`config.mk`:
```
export PLATFORM = sky130hd
export DESIGN_NAME = sprite_parse_engine
export DESIGN_NICKNAME = d
export VERILOG_FILES = /design/src/rtl/sprite_pkg.sv /design/src/rtl/sprite_y_match.sv /design/src/rtl/sprite_parse_engine.sv
export SDC_FILE = /design/constraint.sdc
export NUM_CORES = 1
export LEC_CHECK = 0
export BUFFER_PORTS_ARGS = -buffer_cell sky130_fd_sc_hd__buf_2
export CAP_MARGIN = 5
export CORE_ASPECT_RATIO = 0.75
export CORE_MARGIN = 3
export CORE_UTILIZATION = 29
export CTS_BUF_LIST = sky130_fd_sc_hd__clkbuf_16
export DETAILED_ROUTE_END_ITERATION = 7
export SYNTH_ARGS = -nofsm -noshare
export SYNTH_HDL_FRONTEND = slang
export SYNTH_SLANG_ARGS = --single-unit
```
`constraint.sdc`:
```
create_clock -name PARSE_INDEX_INC_CLK -period 4.3 [get_ports PARSE_INDEX_INC_CLK]
set_input_delay 0.43 -clock PARSE_INDEX_INC_CLK [delete_from_list [all_inputs] [get_ports PARSE_INDEX_INC_CLK]]
set_output_delay 0.43 -clock PARSE_INDEX_INC_CLK [all_outputs]
set_load 0.01 [all_outputs]
```
`src/rtl/sprite_pkg.sv`:
```
`default_nettype none
// +------------------------------------------------------------------------+
// | sprite_pkg                                                             |
// | Shared attribute-word layout, parse FSM encoding and default constants |
// | Revision: 1.0                                                          |
// +------------------------------------------------------------------------+
package sprite_pkg;

    localparam int Y_MSB     = 15;
    localparam int Y_LSB     = 7;
    localparam int CHAIN_BIT = 6;
    localparam int SIZE_MSB  = 5;

    localparam logic [10:0] TABLE_BASE_DEF = 11'h200;
    localparam int          LOOKAHEAD_DEF  = 2;

    typedef enum logic [1:0] {
        ST_IDLE  = 2'd0,
        ST_PRIME = 2'd1,
        ST_RUN   = 2'd2,
        ST_DONE  = 2'd3
    } parse_state_t;

endpackage
`default_nettype wire

```
`src/rtl/sprite_y_match.sv`:
```
`default_nettype none
// +------------------------------------------------------------------------+
// | sprite_y_match                                                         |
// | Combinational Y/size test of one attribute word against the line       |
// | Revision: 1.0                                                          |
// +------------------------------------------------------------------------+
module sprite_y_match #(
    parameter int LOOKAHEAD = 2
) (
    input  logic [6:0] line,    // raster line bits [7:1]; bit 0 comes from flip
    input  logic       flip,
    input  logic [8:0] y,
    input  logic [5:0] size,
    output logic       match
);

    logic [7:0] w_l;
    logic [8:0] w_a;
    logic       w_n;
    logic [5:0] w_s;
    logic       w_unused_a_low;

    always_comb begin
        w_l   = 8'(LOOKAHEAD) + {line, flip};
        w_a   = {1'b0, w_l} + {1'b0, y[7:0]};
        w_n   = ~(w_a[8] ^ y[8]);
        // Carry into bit 5 means the line falls inside the sprite's tile span
        w_s   = {1'b0, w_n, ~w_a[7:4]} + {1'b0, size[4:0]};
        match = w_s[5] | size[5];
    end

    assign w_unused_a_low = ^w_a[3:0];

endmodule
`default_nettype wire

```
`src/rtl/sprite_parse_engine.sv`:
```
`default_nettype none
// +------------------------------------------------------------------------+
// | sprite_parse_engine                                                    |
// | Per-line Y-parse of the sprite table into the active list.             |
// | Option macro: SPRITE_PARSE_DOUBLE_BUFFER_EN (toggle bank per line)     |
// | Revision: 1.0                                                          |
// +------------------------------------------------------------------------+
module sprite_parse_engine
    import sprite_pkg::*;
#(
    parameter int          NUM_SPRITES  = 381,
    parameter int          IDX_W        = 9,
    parameter int          ACTIVE_DEPTH = 96,
    parameter int          LIST_AW      = 7,
    parameter int          LOOKAHEAD    = LOOKAHEAD_DEF,
    parameter logic [10:0] TABLE_BASE   = TABLE_BASE_DEF
) (
    input  logic               PARSE_INDEX_INC_CLK,
    input  logic               RESETP,
    input  logic               NEW_LINE,
    input  logic [8:0]         RASTER_LINE,
    input  logic               FLIP,
    output logic [10:0]        TBL_ADDR,
    input  logic [15:0]        TBL_DATA,
    output logic               LIST_WE,
    output logic [LIST_AW:0]   LIST_ADDR,
    output logic [IDX_W-1:0]   LIST_DATA,
    output logic [LIST_AW:0]   ACTIVE_COUNT,
    output logic               BUSY,
    output logic               DONE,
    output logic               LIST_FULL,
    output logic               RD_BANK
);

    localparam logic [IDX_W-1:0] c_last_idx  = IDX_W'(NUM_SPRITES - 1);
    localparam logic [LIST_AW:0] c_depth_cnt = (LIST_AW + 1)'(ACTIVE_DEPTH);

    parse_state_t     state_q, state_d;
    logic [IDX_W-1:0] idx_q, idx_d;
    logic [10:0]      tbl_addr_q, tbl_addr_d;
    logic             list_we_q, list_we_d;
    logic [LIST_AW:0] list_addr_q, list_addr_d;
    logic [IDX_W-1:0] list_data_q, list_data_d;
    logic [LIST_AW:0] count_q, count_d;
    logic             full_q, full_d;
    logic             chain_q, chain_d;
    logic [6:0]       line_q, line_d;
    logic             flip_q, flip_d;
    logic             bank_q, bank_d;
    logic             rd_bank_q, rd_bank_d;

    logic             w_match;
    logic             w_active;
    logic             w_unused_raster;

    sprite_y_match #(
        .LOOKAHEAD (LOOKAHEAD)
    ) u_y_match (
        .line  (line_q),
        .flip  (flip_q),
        .y     (TBL_DATA[Y_MSB:Y_LSB]),
        .size  (TBL_DATA[SIZE_MSB:0]),
        .match (w_match)
    );

    assign w_active        = TBL_DATA[CHAIN_BIT] ? chain_q : w_match;
    assign w_unused_raster = RASTER_LINE[8] ^ RASTER_LINE[0];

    always_comb begin
        state_d     = state_q;
        idx_d       = idx_q;
        tbl_addr_d  = tbl_addr_q;
        list_we_d   = 1'b0;
        list_addr_d = list_addr_q;
        list_data_d = list_data_q;
        count_d     = count_q;
        full_d      = full_q;
        chain_d     = chain_q;
        line_d      = line_q;
        flip_d      = flip_q;
        bank_d      = bank_q;
        rd_bank_d   = rd_bank_q;

        if (NEW_LINE) begin
            // Restart wins over any write pending from the current evaluation
            state_d    = ST_PRIME;
            idx_d      = '0;
            tbl_addr_d = TABLE_BASE;
            count_d    = '0;
            full_d     = 1'b0;
            chain_d    = 1'b0;
            line_d     = RASTER_LINE[7:1];
            flip_d     = FLIP;
`ifdef SPRITE_PARSE_DOUBLE_BUFFER_EN
            bank_d     = ~bank_q;
`else
            bank_d     = FLIP;
`endif
            rd_bank_d  = ~bank_d;
        end else begin
            unique case (state_q)
                ST_PRIME: begin
                    tbl_addr_d = tbl_addr_q + 11'd1;
                    state_d    = ST_RUN;
                end
                ST_RUN: begin
                    chain_d = w_active;
                    if (w_active && !full_q) begin
                        list_we_d   = 1'b1;
                        list_addr_d = {bank_q, count_q[LIST_AW-1:0]};
                        list_data_d = idx_q;
                        count_d     = count_q + (LIST_AW + 1)'(1);
                        if (count_d == c_depth_cnt) begin
                            full_d = 1'b1;
                        end
                    end
                    if ((idx_q == c_last_idx) || full_d) begin
                        state_d = ST_DONE;
                    end else begin
                        idx_d      = idx_q + IDX_W'(1);
                        tbl_addr_d = tbl_addr_q + 11'd1;
                    end
                end
                default: begin
                end
            endcase
        end
    end

    always_ff @(posedge PARSE_INDEX_INC_CLK or negedge RESETP) begin
        if (!RESETP) begin
            state_q     <= ST_IDLE;
            idx_q       <= '0;
            tbl_addr_q  <= TABLE_BASE;
            list_we_q   <= 1'b0;
            list_addr_q <= '0;
            list_data_q <= '0;
            count_q     <= '0;
            full_q      <= 1'b0;
            chain_q     <= 1'b0;
            line_q      <= '0;
            flip_q      <= 1'b0;
            bank_q      <= 1'b0;
            rd_bank_q   <= 1'b1;
        end else begin
            state_q     <= state_d;
            idx_q       <= idx_d;
            tbl_addr_q  <= tbl_addr_d;
            list_we_q   <= list_we_d;
            list_addr_q <= list_addr_d;
            list_data_q <= list_data_d;
            count_q     <= count_d;
            full_q      <= full_d;
            chain_q     <= chain_d;
            line_q      <= line_d;
            flip_q      <= flip_d;
            bank_q      <= bank_d;
            rd_bank_q   <= rd_bank_d;
        end
    end

    assign TBL_ADDR     = tbl_addr_q;
    assign LIST_WE      = list_we_q;
    assign LIST_ADDR    = list_addr_q;
    assign LIST_DATA    = list_data_q;
    assign ACTIVE_COUNT = count_q;
    assign BUSY         = (state_q == ST_PRIME) || (state_q == ST_RUN);
    assign DONE         = (state_q == ST_DONE);
    assign LIST_FULL    = full_q;
    assign RD_BANK      = rd_bank_q;

endmodule
`default_nettype wire

```
# Word level (Yosys, flattened, before mapping)
# Cells that the tools add are included.
[totals]
register_bits = 59
wordCells = 68
[classes]
addsub = 6
eq_ne = 8
muxes = 24
n_bitwise = 6
n_reduce_logical = 12
[ops]
columns = ["op", "count"]
rows = [
  ["9-bit 2-to-1 mux", 3],
  ["8-bit 2-to-1 mux", 3],
  ["11-bit 2-to-1 mux", 2],
  ["11-bit one-hot mux with 2 select lines", 1],
  ["1-bit 2-to-1 mux", 12],
  ["11-bit by 1-bit adder with 11-bit output (second input constant)", 1],
  ["8-bit by 8-bit adder with 9-bit output", 1],
  ["9-bit by 1-bit adder with 9-bit output (second input constant)", 1],
  ["9-bit equality test (second input constant)", 1],
  ["2-bit by 8-bit adder with 8-bit output (first input constant)", 1],
  ["8-bit by 1-bit adder with 8-bit output (second input constant)", 1],
  ["8-bit by 7-bit equality test with 1-bit output (second input constant)", 1],
  ["2-bit AND reduction", 4],
  ["5-bit by 5-bit adder with 6-bit output", 1],
  ["3-bit != test (second input constant)", 2],
  ["2-bit equality test (second input constant)", 2],
  ["2-bit 2-to-1 mux", 2],
  ["4-bit inverter", 1],
  ["2-bit one-hot mux with 2 select lines", 1],
  ["2-bit nonzero test", 2],
  ["1-bit inverter", 3],
  ["3-bit AND reduction", 1],
  ["3-bit nonzero test", 1],
  ["2-bit by 1-bit equality test with 1-bit output (second input constant)", 1],
  ["6 further kinds", 7],
]

# Longest topological paths before layout
# Gate-level depths: netlist of run 1.
[logic_depth]
depth_word = 15
depth_mapped = 18
ltp_nobuf = 16

# By module
# A second synthesis of run 1 with hierarchy kept.
[unflattened]
cells_unflattened = 315
hier_area_um2 = 3357.0
[by_module_without_submodules]
columns = ["module", "n_inst", "cells_each", "area_per_inst_um2"]
rows = [
  ["sprite_parse_engine", 1, 256, 2860.2],
  ["sprite_y_match", 1, 59, 496.7],
]

# Worst setup path before layout of run 1
# Ideal clock, no wire load.
[synth_path]
kind = "flip-flop to flip-flop"
startpoint = "register line_q[0]"
endpoint = "register list_addr_q[2], in the netlist LIST_ADDR[2]"
setup_time_ns = 0.125
t_arrival_ns = 3.692
setup_slack_ns = 0.483
path_stages_with_launch = 18
path_buffers = 1
period_less_slack_ns = 3.817
path_cell_list = "dfrtp_1 ha_1 xor2_1 ha_1 nor3_1 a22oi_2 a21o_1 a21o_1 a21oi_1 xor2_1 ha_1 nand4_1 nor3_1 mux2i_1 a2111o_1 nor2_4 buf_6 mux2_2"
[synth_between]
elab_chain_cells = 9
word_cells_on_any_way = 10
cone_classes = "3 x add/sub; 1 x mux; 4 x bitwise; 2 x reduce/logical"
[synth_lines]
columns = ["item", "line_no", "text"]
rows = [
  ["start, declared", "sprite_parse_engine.sv:47", "logic [6:0] line_q, line_d;"],
  ["start signal, assigned", "sprite_parse_engine.sv:155", "line_q <= line_d;"],
  ["2-bit by 8-bit adder with 8-bit output *", "sprite_y_match.sv:24", "w_l = 8'(LOOKAHEAD) + {line, flip};"],
  ["8-bit by 8-bit adder with 9-bit output *", "sprite_y_match.sv:25", "w_a = {1'b0, w_l} + {1'b0, y[7:0]};"],
  ["1-bit XOR", "sprite_y_match.sv:26", "w_n = ~(w_a[8] ^ y[8]);"],
  ["1-bit inverter", "sprite_y_match.sv:26", ""],
  ["5-bit by 5-bit adder with 6-bit output *", "sprite_y_match.sv:28", "w_s = {1'b0, w_n, ~w_a[7:4]} + {1'b0, size[4:0]};"],
  ["1-bit bitwise OR *", "sprite_y_match.sv:29", "match = w_s[5] | size[5];"],
  ["1-bit 2-to-1 mux *", "sprite_parse_engine.sv:66", "assign w_active = TBL_DATA[CHAIN_BIT] ? chain_q : w_match;"],
  ["1-bit logical AND *", "sprite_parse_engine.sv:108", "if (w_active && !full_q) begin"],
  ["3-bit AND reduction (no source line) *", "n/a", ""],
  ["end signal, assigned", "sprite_parse_engine.sv:150", "list_addr_q <= list_addr_d;"],
  ["end, declared", "sprite_parse_engine.sv:42", "logic [LIST_AW:0] list_addr_q, list_addr_d;"],
]
# Every way passes the cells marked *; elsewhere a longest branch is shown, timed or not.
# A chain may end at the register's enable or synchronous reset.

# Final worst setup path of run 1
[layout_path]
startpoint = "register line_q[0]"
endpoint = "register list_data_q[3], in the netlist LIST_DATA[3]"
[layout_between]
elab_chain_cells = 9
word_cells_on_any_way = 10
cone_classes = "3 x add/sub; 1 x mux; 4 x bitwise; 2 x reduce/logical"
[layout_lines]
columns = ["item", "line_no", "text"]
rows = [
  ["2-bit by 8-bit adder with 8-bit output *", "sprite_y_match.sv:24", ""],
  ["8-bit by 8-bit adder with 9-bit output *", "sprite_y_match.sv:25", ""],
  ["1-bit XOR", "sprite_y_match.sv:26", ""],
  ["1-bit inverter", "sprite_y_match.sv:26", ""],
  ["5-bit by 5-bit adder with 6-bit output *", "sprite_y_match.sv:28", ""],
  ["1-bit bitwise OR *", "sprite_y_match.sv:29", ""],
  ["1-bit 2-to-1 mux *", "sprite_parse_engine.sv:66", ""],
  ["1-bit logical AND *", "sprite_parse_engine.sv:108", ""],
  ["3-bit AND reduction (no source line) *", "n/a", ""],
  ["end signal, assigned", "sprite_parse_engine.sv:151", "list_data_q <= list_data_d;"],
  ["end, declared", "sprite_parse_engine.sv:43", "logic [IDX_W-1:0] list_data_q, list_data_d;"],
]
# Marks and branches as above.

==> results of run 1 <==
-- metal layers --
metal	global-route usage [%]	share of wire, %	up-vias
met5	0	0	-
met4	3.34	0.45	0
met3	6.37	8.6	4
met2	18.5	44	72
met1	16.7	47	1258
li1	-	-	1290
-- synthesized netlist by cell type, drive strengths merged --
library cell and n:
xor2 5, nand4b 1, a21o 4, a21boi 1
xnor2 6, mux2 29, nor3 5, nor4 5
o21ai 15, a21oi 24, ha 20, inv 21
dfrtp 57, nand2 11, nand2b 3, a2111o 1
nor4b 1, or3 7, or3b 1, a211oi 2
mux2i 6, or2 1, nor2b 5, a22oi 1
and3 2, clkbuf 5, or4 11, buf 6
nand3 12, nor2 19, nand4 5, a211o 1
dfstp 2, o22ai 1, a311oi 2, o31ai 10
a31oi 1
-- final cells by class --
cell class / count / area, um2 / area share, %
inverter: 21 / 78.8 / 1.95
sequential: 59 / 1480 / 36.6
clock inverter: 7 / 58.8 / 1.45
clock buffer: 9 / 225 / 5.57
timing repair buffer: 77 / 413 / 10.2
multi-input combinational: 218 / 1620 / 40.0
tap: 136 / 170 / 4.21
-- sequential cells by signal (all words and copies together) (netlist names) --
register      flops
line_q            7
state_q           2
RD_BANK           1
LIST_ADDR         8
LIST_WE           1
LIST_FULL         1
ACTIVE_COUNT      8
TBL_ADDR         11
idx_q             9
LIST_DATA         9
chain_q           1
bank_q            1
-- critical path, stage by stage (launching register included) --
cell and delay [ns]:
dfrtp_1 0.41, ha_1 0.24, xor2_1 0.15, ha_1 0.19, nor3_1 0.20, a22oi_2 0.16, a21o_1 0.23, a21o_1 0.19
a21oi_1 0.17, xor2_1 0.09, ha_1 0.30, nand4_1 0.14, nor3_1 0.16, mux2i_1 0.12, a2111o_2 0.55, nor2_4 0.12
buf_4 0.19, mux2_2 0.35
-- per-stage QoR --
| stage | hold slack, ns | instances |
|---|---|---|
| finish | 0.261 | 527 |
| global route | 0.256 | 527 |
| CTS | 0.250 | 527 |
| detailed placement | 0.328 | 510 |
| global placement | 0.322 | 510 |
| floorplan | 0.134 | 309 |
-- what timing repair did --
item,in CTS,in global routing
setup endpoints to repair,0,22
endpoints found under the hold margin,11,0
hold buffers,1,0
gates resized for setup,0,3
-- power by group through the flow --
stage	logic, uW	clock network [uW]	registers (uW)
2_1_floorplan	164	0	625
6_report	264	691	612
3_5_place_dp	262	0	622
5_1_grt	300	736	617
4_1_cts	265	708	612
3_3_place_gp	256	0	620
-- layout by cell type (no fill, tap or decap), types with 7 or more instances in the layout --
| master | netlist | routed |
|---|---|---|
| inv_1 | 21 | 21 |
| ha_1 | 20 | 20 |
| clkbuf_16 | 0 | 9 |
| buf_2 | 2 | 67 |
| nand3_1 | 12 | 12 |
| mux2_2 | 29 | 29 |
| o31ai_1 | 10 | 10 |
| dfrtp_1 | 57 | 57 |
| a21oi_1 | 24 | 24 |
| or3_1 | 7 | 7 |
| o21ai_0 | 14 | 13 |
| nor2_1 | 18 | 18 |
| or4_1 | 11 | 11 |
| buf_4 | 1 | 9 |
| nand2_1 | 11 | 11 |
-- cell families (layout without fill, tap and decap cells) --
logic type	Yosys count	count (layout)	share of synthesized area (%)
adders and majority gates	20	20	7.77
muxes	35	35	12.0
DFF	59	59	45.9
buffers and inverters	32	114	4.16
and+or+nand+nor	89	89	15.2
xor gates and xnor gates	11	11	2.99
AOI/OAI and AO/OA	63	63	12.0
-- worst paths after layout --
check / end / slack, ns / cells after the start
setup / recovery: LIST_DATA[3] / 0.22 / 17
hold / removal: RD_BANK / 0.26 / 2
setup reg to reg: LIST_DATA[3] / 0.22 / 17
hold reg to reg: RD_BANK / 0.47 / 2
max in group asynchronous: line_q[4] / 2.90 / 3
min in group asynchronous: LIST_ADDR[5] / 0.50 / 2
==> summary.txt, run 1 <==
total power - 1570 uW
Setup CP Type - reg2reg
Seq pwr share - 39.0%
Layout Utilization - 38.2%
core area - 10600 um2
pin count of the biggest net entering global routing - 49
wire per inst - 14.4 um
f_max - 245 MHz
CP Data Arrival Time - 4.28 ns
first-pass GRT wire length - 12700 um
Chip Height - 97.3 um
setup TNS - 0 ns
num rows - 32
CP Launch Type - flop
initial antenna violation count - 0
leakage - 0.00193 uW
Synthesized Nets - 358
crit share post-route - 94.8%
cts bufs inserted - 9
Max Slew Vio Count - 0
Hold Violations, Final - 0
vias per cell - 4.98
Crit. Startpoint - line_q[0]
max cap viols - 0
clk root buf - clkbuf_16
Port Buffers - 67
number of iterations in the first detailed-routing pass - 4
Hold WC Path Type - in2reg
Net Sw Power - 423 uW
Die Wd - 128 um
WL final - 7590 um
initial drt markers - 126
io pins - 70
ANT cells - 0
Final ANT Viol Nets - 0
Yosys top cell by area - dfrtp_1
Max IR drop VDD - 0.227 mV
post-CTS setup buffer count - 0
RD Place Congestion - 0.750
CTS tree - yes
Yosys cell types - 42
Internal - 1140 uW
Seq cells post-synth - 59
vias - 2624
Post-Synthesis Cells - 309
Setup violations, final - 0
final setup skew - 0.00411 ns
Global Route Usage Sum - 12.7%
Worst Path Max Fanout - 10
Cell Area, Synth - 3220 um2
DP Wirelength - 5460 um
Synth area leaders - dfrtp_1 44%, mux2_2 10%, ha_1 7.8%
vias in the first global route - 2585
worst reg2reg path startpoint - line_q[0]
CTS Buffer Depth - 2
Required @ worst endpoint - 4.51 ns
DIE AREA - 12400 um2
Skew-Pair Late Insertion Delay - 0.33 ns
unrepaired setup endpoints after global routing - false
status - complete, no violations
pwr/cell area - 387 nW/um2
hold path startpoint - FLIP
CP endpoint kind - flop
layout cells sized above 1 - 32.5%
H-tree levels - 3
Initial Util - 30.5%
Combinational Power Share - 16.9%
Net Sw Frac - 27.0%
sequential-to-total area share from yosys stat - 45.9%
Syn Area/Cell - 10.4 um2
dpl ws - 0.209 ns
area grow syn2layout - 25.5%
clock tree sinks - 59
crit path time final - 4.08 ns
fin nets - 435
Clk pwr share - 44.1%
clk slew on worst S/H paths - 0.05 ns
post-synth top area share - 44.3%
placed cell area - 3740 um2
Rel. slew slack - 53.9%
grt ovf - 0
fin worst setup slack - 0.224 ns
Yosys warnings - 0
Final Instance Area - 4040 um2
worst-margin pin slew - 0.682 ns
Fillers - 1076
DRC - 0
No activity file was read; power rests on OpenSTA's default activity.
==> run 2, diff against run 1 <==
--- a/config.mk
+++ b/config.mk
@@ -9,9 +9,10 @@
 export CAP_MARGIN = 5
 export CORE_ASPECT_RATIO = 0.75
 export CORE_MARGIN = 3
-export CORE_UTILIZATION = 29
+export CORE_UTILIZATION = 54
 export CTS_BUF_LIST = sky130_fd_sc_hd__clkbuf_16
 export DETAILED_ROUTE_END_ITERATION = 7
+export PLACE_DENSITY = 0.79
 export SYNTH_ARGS = -nofsm -noshare
 export SYNTH_HDL_FRONTEND = slang
 export SYNTH_SLANG_ARGS = --single-unit
==> summary.txt, run 2 (synthesized netlist as in run 1, its figures left out) <==
hold_buf cts - 0 (was 1)
Global Route Usage Sum - 22.9% (was 12.7%)
max cap viols - 0 (unchanged)
fin nets - 434 (was 435)
setup TNS - 0 ns (unchanged)
most frequent cells in the layout - 67 x buf_2, 57 x dfrtp_1, 29 x mux2_2 (unchanged)
grt ovf - 0 (unchanged)
CTS Buffer Depth - 2 (unchanged)
initial drt markers - 138 (was 126)
Required @ worst endpoint - 4.51 ns (about the same)
cts bufs inserted - 9 (unchanged)
Internal - 1160 uW (was 1140 uW)
CTS tree - yes (unchanged)
number of flip-flops in the largest register - 11 (unchanged)
vias in the first global route - 2673 (was 2585)
Initial Util - 58.0% (was 30.5%)
Layout Utilization - 72.6% (was 38.2%)
Hold WC Path Type - in2async (was in2reg)
DIE AREA - 6940 um2 (was 12400 um2)
Setup CP Type - reg2reg (unchanged)
pwr/cell area - 395 nW/um2 (was 387 nW/um2)
fin worst setup slack - 0.203 ns (was 0.224 ns)
vias - 2656 (was 2624)
layout cells sized above 1 - 34.6% (was 32.5%)
num rows - 23 (was 32)
vias per cell - 5.71 (was 4.98)
Worst R2R Setup Slack - 0.20 ns (was 0.22 ns)
RD Place Congestion - 0.783 (was 0.750)
dpl ws - -0.0110 ns (was 0.209 ns)
status - complete, no violations (unchanged)
Critical R2R Capture - LIST_ADDR[5] (was LIST_DATA[3])
clk root buf - clkbuf_16 (unchanged)
worst reg2reg path startpoint - line_q[0] (unchanged)
Die Wd - 95.2 um (was 128 um)
WHS - 0.232 ns (was 0.261 ns)
Net Sw Frac - 27.3% (was 27.0%)
Worst Path Max Fanout - 8 (was 10)
Clk pwr share - 43.7% (was 44.1%)
leakage - 0.00195 uW (was 0.00193 uW)
first-pass GRT wire length - 12200 um (was 12700 um)
Setup violations, final - 0 (unchanged)
CP endpoint kind - flop (unchanged)
Final ANT Viol Nets - 0 (unchanged)
ANT cells - 0 (unchanged)
pin count of the biggest net entering global routing - 60 (was 49)
Max IR drop VDD - 0.262 mV (was 0.227 mV)
DRC - 0 (unchanged)
Seq pwr share - 38.4% (was 39.0%)
clock tree sinks - 59 (unchanged)
worst-margin pin slew - 0.975 ns (was 0.682 ns)
Port Buffers - 67 (unchanged)
clk slew on worst S/H paths - 0.05 ns (about the same)
number of iterations in the first detailed-routing pass - 4 (unchanged)
core area - 5550 um2 (was 10600 um2)
initial antenna violation count - 0 (unchanged)
Rel. slew slack - 35.0% (was 53.9%)
f_max - 244 MHz (was 245 MHz)
H-tree levels - 3 (unchanged)
io pins - 70 (unchanged)
area grow syn2layout - 25.3% (was 25.5%)
Combinational Power Share - 17.9% (was 16.9%)
wire per inst - 15.7 um (was 14.4 um)
DP Wirelength - 4930 um (was 5460 um)
CP Launch Type - flop (unchanged)
Hold Violations, Final - 0 (unchanged)
Net Sw Power - 434 uW (was 423 uW)
crit path time final - 4.10 ns (was 4.08 ns)
most common cell after layout, fill and taps aside - buf_2 (unchanged)
Max Slew Vio Count - 0 (unchanged)
Worst R2R Path Depth - 16 (was 17)
final setup skew - 0.00584 ns (was 0.00411 ns)
Chip Height - 72.9 um (was 97.3 um)
WL final - 7320 um (was 7590 um)
Skew-Pair Late Insertion Delay - 0.33 ns (about the same)
total power - 1590 uW (was 1570 uW)
CP Data Arrival Time - 4.30 ns (was 4.28 ns)
crit share post-route - 95.3% (was 94.8%)
run 2: area by class of cell:
cell class	instances	area, um2
multi-input combinational	218	1670
tap	75	93.8
sequential	59	1480
fill	389	1520
timing repair buffer	76	419
clock buffer	9	225
clock inverter	7	68.8
inverter	21	78.8
run 2: metal layers:
metal | up-vias | wire (um) | global-route usage [%]
met3 | 8 | 338 | 7.22
met2 | 60 | 3550 | 36.4
met4 | 0 | 95 | 8.00
met1 | 1310 | 3340 | 29.7
met5 | - | 0 | 0
li1 | 1278 | - | -
run 2: power groups by stage:
| stage | sequential [uW] | clock [uW] | combinational, uW |
|---|---|---|---|
| 2_1_floorplan | 625 | 0 | 164 |
| 3_3_place_gp | 619 | 0 | 246 |
| 3_5_place_dp | 620 | 0 | 257 |
| 4_1_cts | 612 | 706 | 262 |
| 5_1_grt | 617 | 742 | 320 |
| 6_report | 612 | 696 | 285 |
run 2: through the flow:
stage	cells	instance area, um2
2_1_floorplan	309	3220
6_report	465	4030
5_1_grt	465	4030
3_3_place_gp	445	3650
3_5_place_dp	445	3650
4_1_cts	461	3950
run 2: what timing repair did:
item	CTS	global route
pin swaps	0	4
gates resized for setup	1	12
setup endpoints to repair	1	42
setup buffers	0	4
run 2: worst max-delay path: stages, from the launching register on:
cell      delay (ns)
dfrtp_1         0.40
ha_1            0.31
ha_1            0.28
o21ai_1         0.16
a22oi_2         0.11
a21o_1          0.22
a21o_1          0.19
a21oi_2         0.15
xor2_1          0.10
ha_1            0.29
nand4_1         0.14
nor3_2          0.27
mux2i_4         0.14
a2111o_1        0.54
nor2_4          0.17
buf_4           0.17
mux2_2          0.34
run 2: worst max-delay path by stage:
stage | cells past startpoint | endpoint | slack [ns] | start
after global placement | 16 | TBL_ADDR[7] | 0.20 | line_q[0]
after floorplan | 17 | LIST_ADDR[2] | 0.48 | line_q[0]
after detailed placement | 15 | TBL_ADDR[7] | -0.01 | line_q[0]
after global routing | 16 | ACTIVE_COUNT[7] | -0.02 | line_q[0]
final | 16 | LIST_ADDR[5] | 0.20 | line_q[0]
after CTS | 16 | ACTIVE_COUNT[3] | 0.06 | line_q[0]
